==> src/rtl/nanorv32_host_if_pkg.sv <==
// rtl/nanorv32_host_if_pkg.sv - shared register map, status layout and bus FSM states for the host port
package nanorv32_host_if_pkg;

  localparam logic [31:0] HOSTIF_BASE = 32'h8000_0000;

  // Register indices are mem_addr[3:2]; byte offsets are 0x0, 0x4, 0x8, 0xC.
  localparam logic [1:0] HOSTIF_TX     = 2'd0;
  localparam logic [1:0] HOSTIF_STATUS = 2'd1;
  localparam logic [1:0] HOSTIF_EXIT   = 2'd2;
  localparam logic [1:0] HOSTIF_WDOG   = 2'd3;

  localparam int STATUS_FULL_BIT  = 0;
  localparam int STATUS_EMPTY_BIT = 1;
  localparam int STATUS_DONE_BIT  = 2;
  localparam int STATUS_COUNT_LSB = 8;

  typedef enum logic [1:0] {
    BUS_IDLE  = 2'd0,
    BUS_ACK   = 2'd1,
    BUS_STALL = 2'd2
  } bus_state_e;

endpackage

==> src/rtl/nanorv32_host_fifo.sv <==
// rtl/nanorv32_host_fifo.sv - synchronous FIFO with wrap-bit pointers for console bytes
module nanorv32_host_fifo #(
  parameter int DEPTH = 8,
  parameter int WIDTH = 8
) (
  input  logic                     clk,
  input  logic                     rst_n,
  input  logic                     push,
  input  logic [WIDTH-1:0]         push_data,
  input  logic                     pop,
  output logic [WIDTH-1:0]         head_data,
  output logic                     full,
  output logic                     empty,
  output logic [$clog2(DEPTH):0]   count
);

  localparam int AW = $clog2(DEPTH);
  localparam logic [AW:0] PTR_ONE = 1;

  logic [AW:0]      wr_ptr_q, wr_ptr_d;
  logic [AW:0]      rd_ptr_q, rd_ptr_d;
  logic [WIDTH-1:0] mem_q [DEPTH];
  logic [WIDTH-1:0] mem_d [DEPTH];

  assign empty = (wr_ptr_q == rd_ptr_q);
  assign full  = (wr_ptr_q[AW] != rd_ptr_q[AW]) && (wr_ptr_q[AW-1:0] == rd_ptr_q[AW-1:0]);
  assign count = wr_ptr_q - rd_ptr_q;
  // Head is forced to zero when empty so char_data never shows stale bytes.
  assign head_data = empty ? '0 : mem_q[rd_ptr_q[AW-1:0]];

  always_comb begin
    mem_d    = mem_q;
    wr_ptr_d = wr_ptr_q;
    rd_ptr_d = rd_ptr_q;
    if (push) begin
      mem_d[wr_ptr_q[AW-1:0]] = push_data;
      wr_ptr_d = wr_ptr_q + PTR_ONE;
    end
    if (pop && !empty) begin
      rd_ptr_d = rd_ptr_q + PTR_ONE;
    end
  end

  always_ff @(posedge clk or negedge rst_n) begin
    if (!rst_n) begin
      wr_ptr_q <= '0;
      rd_ptr_q <= '0;
      for (int i = 0; i < DEPTH; i++) begin
        mem_q[i] <= '0;
      end
    end else begin
      wr_ptr_q <= wr_ptr_d;
      rd_ptr_q <= rd_ptr_d;
      mem_q    <= mem_d;
    end
  end

endmodule

==> src/rtl/nanorv32_host_if.sv <==
// rtl/nanorv32_host_if.sv - simulation host port: console FIFO, exit code and watchdog
module nanorv32_host_if
  import nanorv32_host_if_pkg::*;
#(
  parameter int          FIFO_DEPTH   = 8,
  parameter int          WDOG_WIDTH   = 24,
  parameter logic [31:0] TIMEOUT_CODE = 32'hDEAD_0001
) (
  input  logic        clk,
  input  logic        rst_n,
  input  logic        mem_req,
  input  logic        mem_we,
  input  logic [3:0]  mem_addr,
  input  logic [31:0] mem_wdata,
  input  logic [3:0]  mem_be,
  output logic        mem_ready,
  output logic [31:0] mem_rdata,
  output logic        char_valid,
  input  logic        char_ready,
  output logic [7:0]  char_data,
  output logic        done,
  output logic [31:0] exit_code,
  output logic        timeout
);

  localparam int CW = $clog2(FIFO_DEPTH) + 1;
  localparam logic [WDOG_WIDTH-1:0] WDOG_ONE = 1;

  bus_state_e            state_q, state_d;
  logic [31:0]           rdata_q, rdata_d;
  logic [31:0]           exit_code_q, exit_code_d;
  logic                  done_q, done_d;
  logic                  timeout_q, timeout_d;
  logic [WDOG_WIDTH-1:0] wdog_q, wdog_d;

  logic          fifo_push, fifo_pop, fifo_full, fifo_empty;
  logic [CW-1:0] fifo_count;
  logic [1:0]    reg_sel;
  logic          accept, is_tx_push, exit_wr, wdog_wr, expire;
  logic [31:0]   status_word;
  logic          unused_addr;

  assign reg_sel     = mem_addr[3:2];
  assign unused_addr = ^mem_addr[1:0];
  assign accept      = (state_q == BUS_IDLE) && mem_req;
  assign is_tx_push  = mem_we && (reg_sel == HOSTIF_TX) && mem_be[0];
  assign exit_wr     = accept && mem_we && (reg_sel == HOSTIF_EXIT) && !done_q;
  assign wdog_wr     = accept && mem_we && (reg_sel == HOSTIF_WDOG) && !done_q;
  assign fifo_pop    = char_valid && char_ready;

  nanorv32_host_fifo #(
    .DEPTH (FIFO_DEPTH),
    .WIDTH (8)
  ) u_fifo (
    .clk       (clk),
    .rst_n     (rst_n),
    .push      (fifo_push),
    .push_data (mem_wdata[7:0]),
    .pop       (fifo_pop),
    .head_data (char_data),
    .full      (fifo_full),
    .empty     (fifo_empty),
    .count     (fifo_count)
  );

  always_comb begin
    status_word                             = '0;
    status_word[STATUS_FULL_BIT]            = fifo_full;
    status_word[STATUS_EMPTY_BIT]           = fifo_empty;
    status_word[STATUS_DONE_BIT]            = done_q;
    status_word[STATUS_COUNT_LSB +: CW]     = fifo_count;
  end

  always_comb begin
    state_d   = state_q;
    rdata_d   = rdata_q;
    fifo_push = 1'b0;
    case (state_q)
      BUS_IDLE: begin
        if (mem_req) begin
          if (is_tx_push && fifo_full) begin
            state_d = BUS_STALL;
          end else begin
            fifo_push = is_tx_push;
            rdata_d   = '0;
            if (!mem_we) begin
              case (reg_sel)
                HOSTIF_STATUS: rdata_d = status_word;
                HOSTIF_WDOG:   rdata_d = 32'(wdog_q);
                default:       rdata_d = '0;
              endcase
            end
            state_d = BUS_ACK;
          end
        end
      end
      BUS_ACK: state_d = BUS_IDLE;
      BUS_STALL: begin
        // A pop in this cycle frees the slot the stalled byte lands in.
        if (!fifo_full || fifo_pop) begin
          fifo_push = 1'b1;
          rdata_d   = '0;
          state_d   = BUS_ACK;
        end
      end
      default: state_d = BUS_IDLE;
    endcase
  end

  always_comb begin
    wdog_d      = wdog_q;
    exit_code_d = exit_code_q;
    done_d      = done_q;
    timeout_d   = timeout_q;
    expire      = 1'b0;
    if (!done_q) begin
      if (wdog_wr) begin
        wdog_d = mem_wdata[WDOG_WIDTH-1:0];
      end else if (wdog_q != '0) begin
        wdog_d = wdog_q - WDOG_ONE;
        expire = (wdog_q == WDOG_ONE);
      end
      // An EXIT write landing on the expiry cycle takes precedence.
      if (exit_wr) begin
        for (int i = 0; i < 4; i++) begin
          if (mem_be[i]) exit_code_d[8*i +: 8] = mem_wdata[8*i +: 8];
        end
        done_d = 1'b1;
      end else if (expire) begin
        exit_code_d = TIMEOUT_CODE;
        timeout_d   = 1'b1;
        done_d      = 1'b1;
      end
    end
  end

  always_ff @(posedge clk or negedge rst_n) begin
    if (!rst_n) begin
      state_q     <= BUS_IDLE;
      rdata_q     <= '0;
      exit_code_q <= '0;
      done_q      <= 1'b0;
      timeout_q   <= 1'b0;
      wdog_q      <= '0;
    end else begin
      state_q     <= state_d;
      rdata_q     <= rdata_d;
      exit_code_q <= exit_code_d;
      done_q      <= done_d;
      timeout_q   <= timeout_d;
      wdog_q      <= wdog_d;
    end
  end

  assign mem_ready  = (state_q == BUS_ACK);
  assign mem_rdata  = rdata_q;
  assign char_valid = !fifo_empty;
  assign done       = done_q;
  assign exit_code  = exit_code_q;
  assign timeout    = timeout_q;

endmodule
==> config.mk <==
export PLATFORM = sky130hd
export DESIGN_NAME = nanorv32_host_if
export DESIGN_NICKNAME = d
export VERILOG_FILES = /design/src/rtl/nanorv32_host_if_pkg.sv /design/src/rtl/nanorv32_host_fifo.sv /design/src/rtl/nanorv32_host_if.sv
export SDC_FILE = /design/constraint.sdc
export NUM_CORES = 1
export LEC_CHECK = 0
export ABC_AREA = 1
export CORE_MARGIN = 10
export CORE_UTILIZATION = 40
export DETAILED_ROUTE_END_ITERATION = 8
export HOLD_SLACK_MARGIN = 0.1
export PLACE_DENSITY_LB_ADDON = 0.1
export SKIP_CTS_REPAIR_TIMING = 1
export SLEW_MARGIN = 20
export SYNTH_ARGS = -nofsm -noshare
export SYNTH_HDL_FRONTEND = slang
export SYNTH_SLANG_ARGS = --single-unit
==> constraint.sdc <==
create_clock -name clk -period 2.45 [get_ports clk]
set_input_delay 0.49 -clock clk [delete_from_list [all_inputs] [get_ports clk]]
set_output_delay 0.49 -clock clk [all_outputs]
set_load 0.1 [all_outputs]
==> implementation parameters <==
Parameter                              Value

Status
  Result of the run    complete, but fails checks
  Violations in the final reports    setup timing

Pwr
  Total power of the final layout    about 14 mW
  Switching component of the power    ~7 mW
  Static leakage power    5.178 nW
  Worst-case vdd ir drop    roughly 1700 µV
  Cell area power density    1350 mW/mm²
  Sequential share of power    about a quarter
  Int Pwr    7.069 mW
  Switching Fraction    50.15%
  Clock power share    18.5%
  Combinational power share    55.3%

Synthesis
  Async set-or-reset flop fraction in the synthesized netlist    100.0%
  Adder-cell area share of the yosys netlist    under 10%
  Share of the synthesized area in the top cell type    48.07%
  Part of the Yosys area used for sequential elements    approximately half
  Total number of yosys warnings    0
  Post-Synthesis Cell Area    between 0.008 and 0.009 mm²
  Dominant cell type by area after synthesis    dfrtp_1
  Count of flip-flops with a built-in enable after synthesis    0
  Compound-gate portion of the synthesized area    roughly a tenth
  Primary FF master, synth    dfrtp_1
  Post-synthesis xor/xnor area fraction    between 1 and 1.5%
  Syn Area/Cell    a little under 8 µm²
  Flop and latch count out of synthesis    156
  Mux cell area share after synthesis    0%
  Post-synth top cells    nand2_1, dfrtp_1, nor2_1
  Top area cells in the synthesized netlist    dfrtp_1, nand2_1, nand3_1, nor2_1, o21ai_0
  Post-synthesis share of cell area spent on and, or, nand and nor gates    a little under a third
  Yosys cell types    35
  Dominant cell by count in the synthesized netlist    nand2_1
  Combinational family with the most area after synthesis    simple AND/OR/NAND/NOR gates
  Post-synthesis cell count    approximately 1100

Route
  Detail Route Antenna Nets    0
  Count of unresolved DRC violations after routing    0
  Routed length per placed instance    about 16 µm
  Routed wire length    ~24 mm
  Detailed-routing iteration count for the pre-antenna-repair pass    6
  Number of DRC violations after detailed-routing iteration 0    between 400 and 500
  Detail-routed via count per cell    5.021
  Via count of the routed design    ~7300

Placed design
  Routability congestion estimate from global placement    ~0.85
  Cell Area, Placed    between 0.009 and 0.01 mm²
  Cell count after placement    between 1000 and 1500
  Half-perimeter wire length after detailed placement    ~17 mm
  Count of input and output buffers    110

Clocking
  CTS root buf    clkbuf_16
  Clock Tree Buf Depth    2
  Number of buffers created by CTS    17
  Maximum level of the CTS H-tree    4
  Clock insertion delay at the later pin of the skew report    between 0.4 and 0.5 ns
  Clock input transition at the sequential cells of the worst setup and hold paths    0.07 ns
  CTS sink cnt    roughly 160
  TritonCTS clock tree    built

Min path
  Endpoint, Worst Hold    timeout$_DFFE_PN0P_
  Hold depth    2
  Hold/Removal Path Class    reg2reg
  Worst hold start    timeout$_DFFE_PN0P_

Setup path
  Worst reg-to-reg path cell count    10
  Worst-path maximum fanout    5
  Startpoint of the most critical register-to-register path    u_fifo.rd_ptr_q[0]$_DFFE_PN0P_
  CP endpoint kind    output port
  Worst r2r dst    u_fifo.mem_q[46]$_DFFE_PN0P_
  Kind of start point of the critical path    flip-flop
  Data arrival time of the critical path    1.98 ns
  Setup slack, reg-to-reg    roughly 0.34 ns
  CP Data Required Time    approximately 2.0 ns
  Classification of the worst setup path    reg2out

Global routing
  Global router's overall resource usage    a little under a fifth
  Global routing's busiest layer    met1
  GRT Residual Overflow    0
  Global routing met3 resource utilization    5.966%
  Met2 Track Usage GR    between 20% and 30%
  Global routing usage on met1    between 20% and 30%
  First-pass GRT wire length    just under 40 mm
  Number of global-route vias before repair    about 7000
  Pin count of the biggest net entering global routing    54
  Initial antenna violation count    0

Die
  Initial Utilization    40.39%
  Number of placement rows    52
  Width of the die    around 160 µm
  Number of top-level pins    about 120
  Die area    between 0.02 and 0.03 mm²
  Core area    0.02010 mm²
  Height of the die    roughly 160 µm

Timing
  Max-Slew Margin vs Limit    between 60% and 70%
  Skew final    0.008133 ns
  Unrepaired setup endpoints after global routing    yes
  Achievable Freq    just over 400 MHz
  Ratio of final minimum period to clock period    101.0%
  Final Max Slew Viols    0
  Shortest period the worst path allows    2.475 ns
  Final setup vio count    6
  Final-layout worst hold slack    0.4738 ns
  Crit path setup slack, layout    -0.02472 ns
  Least-Margin Pin Slew    around 0.59 ns
  Final total negative setup slack    -0.07916 ns
  Hold violation count in the final report    0

Cells and area
  Area growth, synth to finish    29.40%
  Fraction of final layout cells with drive strength greater than 1    17.24%
  Final layout net count    between 1000 and 1500
  Number of non-filler instances in the completed layout    approximately 1500
  # diodes    0
  Post-route cell area    ~0.011 mm²

Flow run
  MaxCap Viol Count    0
[state kept, by name, indices dropped and copies added, names as in the netlist]
| signal | cells |
|---|---|
| u_fifo.mem_q | 64 |
| exit_code | 32 |
| mem_rdata | 24 |
| wdog_q | 24 |
| u_fifo.rd_ptr_q | 4 |
| u_fifo.wr_ptr_q | 4 |
| state_q | 2 |
| done | 1 |
| timeout | 1 |
[stage by stage]
stage          util [%]  setup WS, ns
6_report          52.27      -0.02472
5_1_grt           52.27      -0.08269
4_1_cts           51.47       -0.2820
3_5_place_dp      48.59        0.1332
3_3_place_gp      48.59        0.1382
2_1_floorplan         -       -0.1803
[metal layers]
layer	part of all wire [%]	vias to the layer above
met2	42	199
met1	50	3426
met4	0.84	0
met3	7.1	14
li1	-	3686
met5	0	-
[layout by cell type (no fill, tap or decap), types with 5 or more instances in the layout]
cell type,netlist,routed
nand2_1,284,283
dfrtp_1,156,153
nor2_1,117,117
buf_4,9,92
nand3_1,89,89
inv_1,81,79
o21ai_1,61,69
o21ai_0,85,66
nand4_1,43,43
clkdlybuf4s50_1,0,41
clkbuf_16,0,17
buf_12,0,16
o21ai_2,0,9
or2_2,8,8
a31oi_4,0,8
conb_1,1,8
nand3b_1,7,7
nand2_4,6,7
xor2_1,6,6
xnor2_1,6,5
o22ai_1,5,5
ha_1,8,5
inv_6,0,5
[area by class of cell]
class	count	area, µm²
Sequential cell	156	3908
Multi-Input combinational cell	762	3867
Inverter	85	329.1
Clock buffer	17	425.4
Clock inverter	15	152.6
Fill cell	1980	9597
Timing Repair Buffer	154	1488
Tap cell	270	337.8
[power by group through the flow]
stage	clock, mW	combinational, mW	sequential (mW)
2_1_floorplan	0	4.39	4.86
3_3_place_gp	0	7.53	3.71
3_5_place_dp	0	7.57	3.72
4_1_cts	2.69	7.60	3.68
5_1_grt	2.79	8.50	3.79
6_report	2.63	7.84	3.71
[worst max path at each step]
| stage | start | to | slack (ns) | cells past startpoint |
|---|---|---|---|---|
| 3_5_place_dp | mem_addr[3] | exit_code[13]$_DFFE_PN0P_ | 0.13 | 8 |
| 6_report | u_fifo.rd_ptr_q[0]$_DFFE_PN0P_ | char_data[6] | -0.02 | 6 |
| 4_1_cts | u_fifo.rd_ptr_q[1]$_DFFE_PN0P_ | char_data[4] | -0.28 | 6 |
| 2_1_floorplan | u_fifo.rd_ptr_q[2]$_DFFE_PN0P_ | char_data[0] | -0.18 | 8 |
| 5_1_grt | u_fifo.rd_ptr_q[1]$_DFFE_PN0P_ | char_data[6] | -0.08 | 7 |
| 3_3_place_gp | mem_addr[3] | exit_code[16]$_DFFE_PN0P_ | 0.14 | 10 |
[critical path: stages, from the launching register on]
cell     delay [ns]
dfrtp_2        0.49
ha_4           0.27
and3_4         0.19
nand2_8        0.11
o21ai_2        0.09
a31oi_4        0.20
buf_12         0.20
[cells by family (layout without fill, tap and decap cells)]
logic type | after synthesis | count (layout)
DFF | 156 | 156
AOI/OAI and AO/OA | 163 | 163
xor gates and xnor gates | 12 | 12
other | 1 | 8
buffers and inverters | 140 | 271
adders and majority gates | 9 | 9
and+or+nand+nor | 569 | 570
Power figures use the tool's default switching activity.
